File: config.mk
export PLATFORM = sky130hd
export DESIGN_NAME = shift_sched
export DESIGN_NICKNAME = d
export VERILOG_FILES = /design/src/rtl/shift_sched_pkg.sv /design/src/rtl/shift_step.sv /design/src/rtl/shift_sched.sv
export VERILOG_INCLUDE_DIRS = /design/src /design/src/rtl
export SDC_FILE = /design/constraint.sdc
export NUM_CORES = 1
export LEC_CHECK = 0
export BUFFER_PORTS_ARGS = -buffer_cell sky130_fd_sc_hd__buf_2
export CAP_MARGIN = 20
export CORE_UTILIZATION = 40
export DETAILED_ROUTE_END_ITERATION = 6
export PLACE_DENSITY_LB_ADDON = 0.12
export SLEW_MARGIN = 25
export SYNTH_ARGS = -nofsm -noshare
export SYNTH_HDL_FRONTEND = slang
export SYNTH_SLANG_ARGS = --single-unit
File: constraint.sdc
create_clock -name clk -period 5.9 [get_ports clk]
set_clock_uncertainty 0.15 [all_clocks]
set_input_delay 1.18 -clock clk [delete_from_list [all_inputs] [get_ports clk]]
set_output_delay 1.18 -clock clk [all_outputs]
set_load 0.02 [all_outputs]
File: src/rtl/shift_defs.vh
// Shared op-code and state encodings for the iterative shift scheduler.
`ifndef SHIFT_DEFS_VH
`define SHIFT_DEFS_VH
`define OP_ROL   2'b00
`define OP_SLL   2'b01
`define OP_ROR   2'b10
`define OP_SRL   2'b11
`define ST_IDLE  2'b00
`define ST_SHIFT 2'b01
`define ST_DONE  2'b10
`endif

File: src/rtl/shift_sched_pkg.sv
// Types, sizes and helpers shared by the shift scheduler and its stage.
`include "shift_defs.vh"

package shift_sched_pkg;
    localparam int WIDTH = 16;
    localparam int NREQ  = 2;
    localparam int AMT_W = 4;

    typedef enum logic [1:0] {
        IDLE  = `ST_IDLE,
        SHIFT = `ST_SHIFT,
        DONE  = `ST_DONE
    } state_t;

    typedef enum logic [1:0] {
        ROL = `OP_ROL,
        SLL = `OP_SLL,
        ROR = `OP_ROR,
        SRL = `OP_SRL
    } op_t;

    // Last stage index that has to run: position of the highest set amount bit.
    function automatic logic [1:0] msb_idx(input logic [AMT_W-1:0] amt);
        if (amt[3])      return 2'd3;
        else if (amt[2]) return 2'd2;
        else if (amt[1]) return 2'd1;
        else             return 2'd0;
    endfunction
endpackage

File: src/rtl/shift_step.sv
// One stage of the logarithmic shifter: shift or rotate by 2^k when enabled.
module shift_step
    import shift_sched_pkg::*;
(
    input  logic [WIDTH-1:0] in,
    input  logic [1:0]       k,
    input  logic [1:0]       op,
    input  logic             en,
    output logic [WIDTH-1:0] out
);
    logic [4:0]         s;
    logic [2*WIDTH-1:0] dbl;
    logic [2*WIDTH-1:0] rl;
    logic [2*WIDTH-1:0] rr;

    always_comb begin
        s   = 5'd1 << k;
        dbl = {in, in};
        rl  = dbl << s;
        rr  = dbl >> s;
        out = in;
        if (en) begin
            case (op)
                ROL:     out = rl[2*WIDTH-1:WIDTH];
                SLL:     out = in << s;
                ROR:     out = rr[WIDTH-1:0];
                default: out = in >> s;
            endcase
        end
    end
endmodule

File: src/rtl/shift_sched.sv
// Two-requester round-robin front end around a single reusable shift stage,
// sequencing only the stages whose amount bit can matter.
module shift_sched
    import shift_sched_pkg::*;
(
    input  logic              clk,
    input  logic              rst_n,
    input  logic [NREQ-1:0]   req_valid,
    output logic [NREQ-1:0]   req_ready,
    input  logic [WIDTH-1:0]  req_a0,
    input  logic [AMT_W-1:0]  req_amt0,
    input  logic [1:0]        req_op0,
    input  logic [WIDTH-1:0]  req_a1,
    input  logic [AMT_W-1:0]  req_amt1,
    input  logic [1:0]        req_op1,
    output logic              rsp_valid,
    output logic              rsp_id,
    output logic [WIDTH-1:0]  rsp_data,
    input  logic              rsp_ready,
    output logic              busy
);
    state_t             state_q, state_d;
    logic               ptr_q, ptr_d;
    logic               id_q, id_d;
    logic [WIDTH-1:0]   work_q, work_d;
    logic [AMT_W-1:0]   amt_q, amt_d;
    logic [1:0]         op_q, op_d;
    logic [1:0]         k_q, k_d;
    logic               rsp_valid_q, rsp_valid_d;
    logic               busy_q, busy_d;
    logic [NREQ-1:0]    grant;
    logic [WIDTH-1:0]   step_out;

    // Ready is offered only in IDLE and is suppressed while reset is held.
    always_comb begin
        grant = '0;
        if (rst_n && state_q == IDLE) begin
            if (&req_valid) grant = ptr_q ? 2'b10 : 2'b01;
            else            grant = req_valid;
        end
    end
    assign req_ready = grant;

    shift_step u_step (
        .in  (work_q),
        .k   (k_q),
        .op  (op_q),
        .en  (amt_q[k_q]),
        .out (step_out)
    );

    always_comb begin
        state_d = state_q;
        ptr_d   = ptr_q;
        id_d    = id_q;
        work_d  = work_q;
        amt_d   = amt_q;
        op_d    = op_q;
        k_d     = k_q;
        case (state_q)
            IDLE: begin
                if (|grant) begin
                    id_d   = grant[1];
                    ptr_d  = ~grant[1];
                    work_d = grant[1] ? req_a1   : req_a0;
                    amt_d  = grant[1] ? req_amt1 : req_amt0;
                    op_d   = grant[1] ? req_op1  : req_op0;
                    k_d    = 2'd0;
                    state_d = (amt_d == '0) ? DONE : SHIFT;
                end
            end
            SHIFT: begin
                work_d = step_out;
                if (k_q == msb_idx(amt_q)) state_d = DONE;
                else                       k_d = k_q + 2'd1;
            end
            DONE: begin
                if (rsp_ready) state_d = IDLE;
            end
            default: state_d = IDLE;
        endcase
        rsp_valid_d = (state_d == DONE);
        busy_d      = (state_d != IDLE);
    end

    always_ff @(posedge clk or negedge rst_n) begin
        if (!rst_n) begin
            state_q     <= IDLE;
            ptr_q       <= 1'b0;
            id_q        <= 1'b0;
            work_q      <= '0;
            amt_q       <= '0;
            op_q        <= 2'b00;
            k_q         <= 2'd0;
            rsp_valid_q <= 1'b0;
            busy_q      <= 1'b0;
        end else begin
            state_q     <= state_d;
            ptr_q       <= ptr_d;
            id_q        <= id_d;
            work_q      <= work_d;
            amt_q       <= amt_d;
            op_q        <= op_d;
            k_q         <= k_d;
            rsp_valid_q <= rsp_valid_d;
            busy_q      <= busy_d;
        end
    end

    assign rsp_valid = rsp_valid_q;
    assign rsp_id    = id_q;
    assign rsp_data  = work_q;
    assign busy      = busy_q;
endmodule

==> results of run 1 <==
-- worst register-to-register path, cell delays in order, from the launching register on --
cell     delay [ns]
dfrtp_1        0.48
inv_1          0.12
ha_2           0.57
buf_4          0.55
mux4_1         0.65
mux2i_1        0.25
mux2_1         0.19
nor4_1         0.04
or4b_1         0.54
-- cell usage after synthesis, drive strengths merged (3+ instances only) --
library cell  number  area (µm²)
inv               12        45.0
nor2              24        92.6
o21a               5        37.5
nor3               8        40.0
buf               22         159
o21ai             11        58.8
nand2             57         214
o22ai              5        31.3
ha                 4        50.1
a2111oi            3        26.3
clkbuf            26        97.6
nor2b              6        37.5
a31oi              5        31.3
o211ai             7        52.6
and3               6        37.5
a21oi             18        90.1
mux2i             36         360
a32oi              3        26.3
o2111ai            3        26.3
and2               6        37.5
a211oi             8        60.1
dfrtp             30         751
nor4               6        37.5
mux4              33         792
nand4              4        25.0
a2bb2oi            3        26.3
a211o              3        26.3
mux2              13         150
o221a              3        33.8
o31ai              4        30.0
a21o               5        37.5
or4b               3        30.0
nand2b             9        56.3
a221o              5        50.1
a221oi             6        52.6
nand3              5        25.0
-- area by class of cell --
class | instances | area share
Tap cell | 133 | 0.0374
Sequential cell | 30 | 0.169
Timing Repair Buffer | 77 | 0.0910
Inverter | 14 | 0.0118
Clock buffer | 6 | 0.0185
Multi-Input combinational cell | 351 | 0.670
Clock inverter | 2 | 0.00281
-- power breakdown --
group | switching, mW | internal, mW | total (mW)
logic | 1.30 | 1.02 | 2.32
registers | 0.306 | 0.307 | 0.613
clock network | 0.0888 | 0.0938 | 0.183
total | 1.69 | 1.42 | 3.11
-- per-stage QoR --
stage	hold WS, ns	util	instances
5_1_grt	0.387	0.456	613
2_1_floorplan	0.314	-	443
3_5_place_dp	0.326	0.446	605
4_1_cts	0.349	0.456	613
6_report	0.358	0.456	613
3_3_place_gp	0.337	0.446	605
-- sequential cells by signal (all words and copies together), names as in the netlist, 2 cells and up --
signal	cells
op_q	2
state_q	2
k_q	2
rsp_data	16
amt_q	4
-- metal layers --
layer / routed length [µm] / part of all wire
met2: 6590 / 0.46
met5: 0 / 0
met1: 5990 / 0.42
met4: 495 / 0.035
met3: 1120 / 0.079
-- cells by family after synthesis --
family | count (synthesis) | synth area share
AOI/OAI and AO/OA | 118 | 0.221
adders and majority gates | 4 | 0.0124
buffers and inverters | 62 | 0.0766
DFF | 30 | 0.186
muxes | 82 | 0.323
and+or+nand+nor | 147 | 0.181
-- path summary, 6_finish.rpt --
kind	slack (ns)	endpoint	cells past startpoint	from
worst max-delay path	1.78	req_ready[1]	6	rst_n
worst min-delay path	0.36	rsp_id	2	rsp_id
worst max register to register	2.24	rsp_data[12]	8	k_q[1]
worst min register to register	0.36	rsp_id	2	rsp_id
max in group asynchronous	4.51	k_q[0]	2	rst_n
min in group asynchronous	0.77	rsp_data[0]	2	rst_n
==> results.sh, run 1 <==
export IMPL_status="completed"
export IMPL_syn2layout_area_growth_pct=10.4
export IMPL_cts_setup_buffers=0
export IMPL_layout_drive_gt1_share=0.271
export IMPL_drtIter0Drc=407
export IMPL_path_buf_inv=4
export IMPL_critical_path_class="in -> out"
export IMPL_die_area_mm2=0.0105
export IMPL_first_pass_iters=5
export IMPL_layout_commonest_cell="buf_2"
export IMPL_finalSetupViolCount=0
export IMPL_fin_nets=532
export IMPL_crit_family="buffers and inverters"
export IMPL_fin_ws_ns=1.78
export IMPL_syn_num_nets=496
export IMPL_fillCellCount=1000
export IMPL_ys_warn_count=0
export IMPL_worstMarginPinSlew_ns=0.963
export IMPL_ys_flop_type="dfrtp_1"
export IMPL_met2_usage=0.454
export IMPL_totalWireLength_um=14200
export IMPL_maxSlewHeadroom=0.358
export IMPL_synth_async_reset_ratio=1.00
export IMPL_rows=36
export IMPL_cts_made_buffers=5
export IMPL_core_mm2=0.00977
export IMPL_met3_usage=0.0431
export IMPL_die_h_um=102
export IMPL_busiest_layer="met2"
export IMPL_place_area_mm2=0.00436
export IMPL_place_ws_ns=1.77
export IMPL_dieWidth_um=102
export IMPL_cts_max_level=2
export IMPL_syn_area_mm2=0.00404
export IMPL_max_freq_ghz=0.243
export IMPL_num_io_pins=70
export IMPL_yosysUniqueCellTypes=73
export IMPL_p_total_mw=3.11
export IMPL_drcViolationCount=0
export IMPL_grt_max_degree=50
export IMPL_maxCapViolCount=0
export IMPL_seq_area_frac_synth=0.186
export IMPL_clkLatencyLatePin_ns=0.30
export IMPL_cp_end_kind="primary output"
export IMPL_cts_buffer_depth=2
export IMPL_cts_tree="yes"
export IMPL_final_cell_mix="69 x buf_2, 57 x nand2_1, 36 x mux2i_1, 30 x dfrtp_1, 23 x nor2_1"
export IMPL_cts_root_buf="clkbuf_8"
export IMPL_start_kind="input pin"
export IMPL_vdd_drop_max_v=0.000203
export IMPL_leakagePower_nw=1.86
export IMPL_fin_setup_tns_ns=0
export IMPL_grt_pass1_vias=3874
export IMPL_syn_inst=443
export IMPL_drv_slew=0
export IMPL_crit_chain="buf_2, buf_4, nor3b_1, nand3_1, clkinv_1, buf_2"
export IMPL_num_antenna_cells=0
export IMPL_hold_buffers=0
export IMPL_finalCritPeriodShare=0.698
export IMPL_cts_resized=0
export IMPL_initial_core_util=0.413
export IMPL_grt_use_met1=0.387
export IMPL_synth_edf_count=0
export IMPL_rsz0062_at_grt="no"
export IMPL_required_ns=4.57
export IMPL_synth_seq_cells=30
export IMPL_clk_pin_slew_ns=0.07
export IMPL_worst_path_largest_cell_delay_ns=0.42
export IMPL_cp_max_fo=31
export IMPL_path_common_cell="buf_2"
export IMPL_dp_hpwl_um=9940
export IMPL_grt_pass1_wl_um=22000
export IMPL_cts_sinks=30
export IMPL_wire_per_inst_um=23.2
export IMPL_seq_area_um2=751
export IMPL_multi_input_area_mm2=0.00298
export IMPL_min_path_type="reg -> reg"
export IMPL_track_usage=0.285
export IMPL_antenna_found_initial=0
export IMPL_worst_endpoint_arrival_ns=2.79
export IMPL_avgSynthCellArea_um2=9.11
export IMPL_place_gp_congestion=0.977
export IMPL_crit_slowest_cell="nor3b_1"
export IMPL_p_per_area_mw_per_mm2=699
export IMPL_stdcell_area_mm2=0.00445
export IMPL_hold_viol_final=0
export IMPL_grt_overflow=0
export IMPL_post_route_min_period_ns=4.12
export IMPL_vias=4054
export IMPL_vias_per_cell=6.61
export IMPL_drtAntennaViolNets=0
export IMPL_portBuffers=69
(Power assumes the default switching activity.)
==> inputs of run 2 (changes only) <==
- ABC_AREA: unset -> 1
- clock period: 5.9 -> 3.85 ns (I/O delays scaled with it)
==> run 2 against run 1 <==
Compared with the run above: die area shrank 14%; register-to-register slack worse by 1.1 ns; global-route usage up 2.5 points; hold slack better by 0.0042 ns; cell count is 27% higher; critical path depth unchanged; setup slack lost 0.77 ns; non-clock buffer count is 3 lower; flip-flop and latch count is the same; wire length is 5.1% lower; via count grew 11%; utilization increased by 1.4 points; largest cell class unchanged.
==> results.sh, run 2 <==
export IMPL_status="completed"
export IMPL_cts_made_buffers=5
export IMPL_required_ns=2.93
export IMPL_avgSynthCellArea_um2=5.57
export IMPL_initial_core_util=0.416
export IMPL_grt_max_degree=40
export IMPL_dp_hpwl_um=10300
export IMPL_cp_end_kind="primary output"
export IMPL_wire_per_inst_um=17.3
export IMPL_rsz0062_at_grt="no"
export IMPL_crit_chain="buf_2, nand3_2, inv_2, nand2_2, inv_4, buf_2"
export IMPL_finalCritPeriodShare=0.738
export IMPL_ys_flop_type="dfrtp_1"
export IMPL_grt_pass1_vias=4109
export IMPL_place_area_mm2=0.00380
export IMPL_place_gp_congestion=0.977
export IMPL_drtAntennaViolNets=0
export IMPL_start_kind="input pin"
export IMPL_totalWireLength_um=13500
export IMPL_clkLatencyLatePin_ns=0.29
export IMPL_path_common_cell="buf_2"
export IMPL_utilization=0.469
export IMPL_worst_path_stages=6
export IMPL_multi_input_area_mm2=0.00243
export IMPL_hold_buffers=0
export IMPL_grt_overflow=0
export IMPL_vias=4503
export IMPL_cp_startpoint="rst_n"
export IMPL_synth_seq_cells=30
export IMPL_die_area_mm2=0.00902
export IMPL_fin_setup_tns_ns=0
export IMPL_crit_family="buffers and inverters"
export IMPL_min_path_type="reg -> reg"
export IMPL_path_buf_inv=4
export IMPL_cp_max_fo=26
export IMPL_regToRegSetupSlack_ns=1.11
export IMPL_core_mm2=0.00830
export IMPL_r2r_start="k_q[0]"
export IMPL_syn_area_mm2=0.00346
export IMPL_reg2reg_depth=13
export IMPL_worst_endpoint_arrival_ns=1.92
export IMPL_finalSetupViolCount=0
export IMPL_syn_num_nets=673
export IMPL_num_antenna_cells=0
export IMPL_synth_commonest_cells="253 x nand2_1, 143 x nand3_1, 40 x nor2_1, 33 x a21oi_1, 30 x dfrtp_1"
export IMPL_cts_tree="yes"
export IMPL_critPathCapture="req_ready[1]"
export IMPL_cts_sinks=30
export IMPL_grt_pass1_wl_um=21100
export IMPL_fillCellCount=915
export IMPL_worstReg2RegEnd="rsp_data[0]"
export IMPL_whs_path_depth=2
export IMPL_synth_area_top_cells="nand2_1 27%, dfrtp_1 22%, nand3_1 21%"
export IMPL_antenna_found_initial=0
export IMPL_max_freq_ghz=0.352
export IMPL_seq_area_um2=751
export IMPL_synth_top_area_share=0.275
export IMPL_die_h_um=95.0
export IMPL_cts_setup_buffers=0
export IMPL_layout_drive_gt1_share=0.156
export IMPL_yosysUniqueCellTypes=33
export IMPL_final_cell_mix="253 x nand2_1, 143 x nand3_1, 69 x buf_2, 40 x nor2_1, 33 x a21oi_1"
export IMPL_dieWidth_um=95.0
export IMPL_critical_path_class="in -> out"
export IMPL_post_route_min_period_ns=2.84
export IMPL_drv_slew=0
export IMPL_maxCapViolCount=0
export IMPL_synth_edf_count=0
export IMPL_portBuffers=69
export IMPL_fin_nets=724
export IMPL_stdcell_count=777
export IMPL_worst_path_largest_cell_delay_ns=0.34
export IMPL_track_usage=0.310
export IMPL_synth_largest_area_cell="nand2_1"
export IMPL_rows=33
export IMPL_synth_async_reset_ratio=1.00
export IMPL_largest_reg_flops=16
export IMPL_post_synth_top_count_cell="nand2_1"
export IMPL_syn_inst=620
export IMPL_crit_slowest_cell="inv_4"
export IMPL_cts_root_buf="clkbuf_8"
export IMPL_clk_pin_slew_ns=0.06
export IMPL_post_place_cells=769
export IMPL_worstMarginPinSlew_ns=0.750
export IMPL_first_pass_iters=5
export IMPL_seq_area_frac_synth=0.217
export IMPL_cts_buffer_depth=2
export IMPL_num_io_pins=70
export IMPL_maxSlewHeadroom=0.499
export IMPL_drcViolationCount=0
export IMPL_hold_viol_final=0
export IMPL_syn2layout_area_growth_pct=12.7
export IMPL_stdcell_area_mm2=0.00389
export IMPL_vias_per_cell=5.80
export IMPL_cts_max_level=2
export IMPL_drtIter0Drc=365
export IMPL_ys_warn_count=0
export IMPL_cts_resized=0
export IMPL_layout_commonest_cell="nand2_1"
## run 2: cell types whose count changed after synthesis, sizes merged, moves of 15 or more
cell	change
mux4	-33
nand2	+199
clkbuf	-22
nor2	+22
mux2i	-36
inv	+15
a21oi	+17
nand3	+140
## run 2: worst reg2reg max path, delay by kind of cell (launching register included)
kind / cells / cell delay, ns
fa+ha+maj: 1 / 0.44
flops: 1 / 0.45
buf+inv: 2 / 0.45
simple gates: 10 / 1.15
## run 2: worst min path at each step
stage / from / slack [ns] / endpoint
after floorplan: rst_n / 0.32 / amt_q[0]
after global placement: rsp_id / 0.34 / rsp_id
after detailed placement: rsp_id / 0.34 / rsp_id
after CTS: rsp_id / 0.36 / rsp_id
after global routing: rsp_id / 0.43 / rsp_id
final: rsp_id / 0.36 / rsp_id
## run 2: area by class of cell
type,count,area share
clock buffers,7,0.0222
clock inverters,1,0.00129
inverters,27,0.0267
multi-input cells,533,0.625
flip-flops and latches,30,0.193
well taps,105,0.0337
repair buffers,74,0.0983
## run 2: per-layer routing
| metal | GRT usage | vias up | wire (µm) |
|---|---|---|---|
| li1 | - | 2166 | - |
| met1 | 0.423 | 2051 | 5850 |
| met2 | 0.495 | 244 | 6030 |
| met3 | 0.0338 | 42 | 1020 |
| met4 | 0.130 | 0 | 566 |
| met5 | 0 | - | 0 |
## run 2: cell families (layout without fill, tap and decap cells)
logic type	after synthesis	after routing	share of synthesized area
buf+inv	57	109	0.0786
xor+xnor	2	2	0.00507
fa+ha+maj	4	4	0.0145
compound gates	67	67	0.106
simple gates	460	460	0.578
flops	30	30	0.217
## run 2: per-stage QoR
step,setup WS [ns],hold slack [ns]
2_1_floorplan,1.59,0.324
3_5_place_dp,1.01,0.345
4_1_cts,1.01,0.362
6_report,1.01,0.363
3_3_place_gp,1.01,0.336
5_1_grt,0.885,0.430
Power of run 2 is not shown: default switching activity piles up to over one toggle a cycle in this logic, so the estimate is an artifact.
==> inputs of run 3 (changes only) <==
- clock period: 3.85 -> 2.8 ns (I/O delays scaled with it)
==> run 3 against run 2 <==
Compared with the run above: non-clock buffer count up 11; global-route usage up 1.7 points; critical path depth up 9; largest cell class unchanged; register-to-register slack worse by 0.89 ns; highest routed layer unchanged.
==> results.sh, run 3 (synthesis results as in run 2) <==
export IMPL_start_kind="flop"
export IMPL_hold_viol_final=0
export IMPL_post_route_min_period_ns=2.58
export IMPL_critical_path_class="reg -> reg"
export IMPL_max_freq_ghz=0.387
export IMPL_num_antenna_cells=0
export IMPL_layout_drive_gt1_share=0.171
export IMPL_maxSlewHeadroom=0.597
export IMPL_cp_max_fo=17
export IMPL_place_area_mm2=0.00390
export IMPL_cts_buffer_depth=2
export IMPL_place_gp_congestion=1.02
export IMPL_cts_root_buf="clkbuf_8"
export IMPL_worstMarginPinSlew_ns=0.604
export IMPL_grt_max_degree=37
export IMPL_wire_per_inst_um=17.9
export IMPL_worst_endpoint_arrival_ns=2.65
export IMPL_fin_nets=735
export IMPL_vias_per_cell=5.73
export IMPL_status="completed"
export IMPL_drv_slew=0
export IMPL_maxCapViolCount=0
export IMPL_hold_buffers=0
export IMPL_clk_pin_slew_ns=0.07
export IMPL_dieWidth_um=95.0
export IMPL_fin_setup_tns_ns=0
export IMPL_cts_resized=0
export IMPL_die_h_um=95.0
export IMPL_drtAntennaViolNets=0
export IMPL_portBuffers=69
export IMPL_min_path_type="in -> async"
export IMPL_cts_sinks=30
export IMPL_required_ns=2.87
export IMPL_grt_overflow=0
export IMPL_antenna_found_initial=0
export IMPL_layout_commonest_cell="nand2_1"
export IMPL_utilization=0.481
export IMPL_cts_tree="yes"
export IMPL_core_mm2=0.00830
export IMPL_drcViolationCount=0
export IMPL_final_cell_mix="253 x nand2_1, 143 x nand3_1, 69 x buf_2, 40 x nor2_1, 33 x a21oi_1"
export IMPL_finalCritPeriodShare=0.922
export IMPL_die_area_mm2=0.00902
export IMPL_stdcell_area_mm2=0.00399
export IMPL_initial_core_util=0.416
export IMPL_vias=4517
export IMPL_largest_reg_flops=16
export IMPL_cts_made_buffers=5
export IMPL_num_io_pins=70
export IMPL_cp_end_kind="flop"
export IMPL_finalSetupViolCount=0
export IMPL_track_usage=0.327
export IMPL_syn2layout_area_growth_pct=15.5
export IMPL_timing_hold_ws_ns=0.227
export IMPL_clkLatencyLatePin_ns=0.28
export IMPL_dp_hpwl_um=11000
export IMPL_rsz0062_at_grt="yes"
export IMPL_cts_setup_buffers=0
export IMPL_first_pass_iters=5
export IMPL_cts_max_level=2
export IMPL_drtIter0Drc=357
export IMPL_grt_pass1_wl_um=22000
export IMPL_rows=33
export IMPL_totalWireLength_um=14100
export IMPL_grt_pass1_vias=4173
## run 3: changes by cell type in the layout (fill, tap and decap cells not counted), sizes merged
cell	before	now
buf	74	85
clkbuf	7	6
clkinvlp	0	1
## run 3: final timing paths
| check | from | endpoint | slack, ns | depth (start not counted) |
|---|---|---|---|---|
| hold reg to reg | rsp_id | rsp_id | 0.37 | 2 |
| max in group asynchronous | rst_n | amt_q[1] | 1.97 | 2 |
| hold / removal | rst_n | rsp_data[6] | 0.23 | 2 |
| setup reg to reg | k_q[0] | rsp_data[12] | 0.22 | 15 |
| setup / recovery | k_q[0] | rsp_data[12] | 0.22 | 15 |
| min in group clk | req_op1[1] | op_q[1] | 0.36 | 3 |
## run 3: metrics by stage
step	setup WS [ns]	std cells
floorplan	0.879	620
global placement	0.368	780
detailed placement	0.311	780
CTS	0.292	788
global route	-0.0246	788
finish	0.217	788
## run 3: per-layer routing
metal	track usage	wire, µm	up-vias
li1	-	-	2186
met1	0.433	6050	2036
met2	0.522	6150	250
met3	0.0620	1280	45
met4	0.131	604	0
met5	0	0	-
## run 3: final cells by class
cell class                 instances  area [µm²]
clock buffer                       6        82.6
clock inverter                     2        12.5
fill                             924        4310
inverter                          27         104
multi-input combinational        533        2430
sequential                        30         751
tap                              105         131
timing repair buffer              85         478
## run 3: critical path, stage by stage (launching register included)
cell,delay (ns)
dfrtp_1,0.45
inv_1,0.15
ha_1,0.30
inv_2,0.27
nand2_1,0.21
nand2_1,0.12
nand2_1,0.06
nand2_1,0.09
nand2_1,0.10
nand3_1,0.10
nand2_1,0.06
nor2_1,0.22
nand2_1,0.09
nand2_1,0.07
nand2_1,0.05
nand2_1,0.05
Power of run 3 is left out for the same reason.
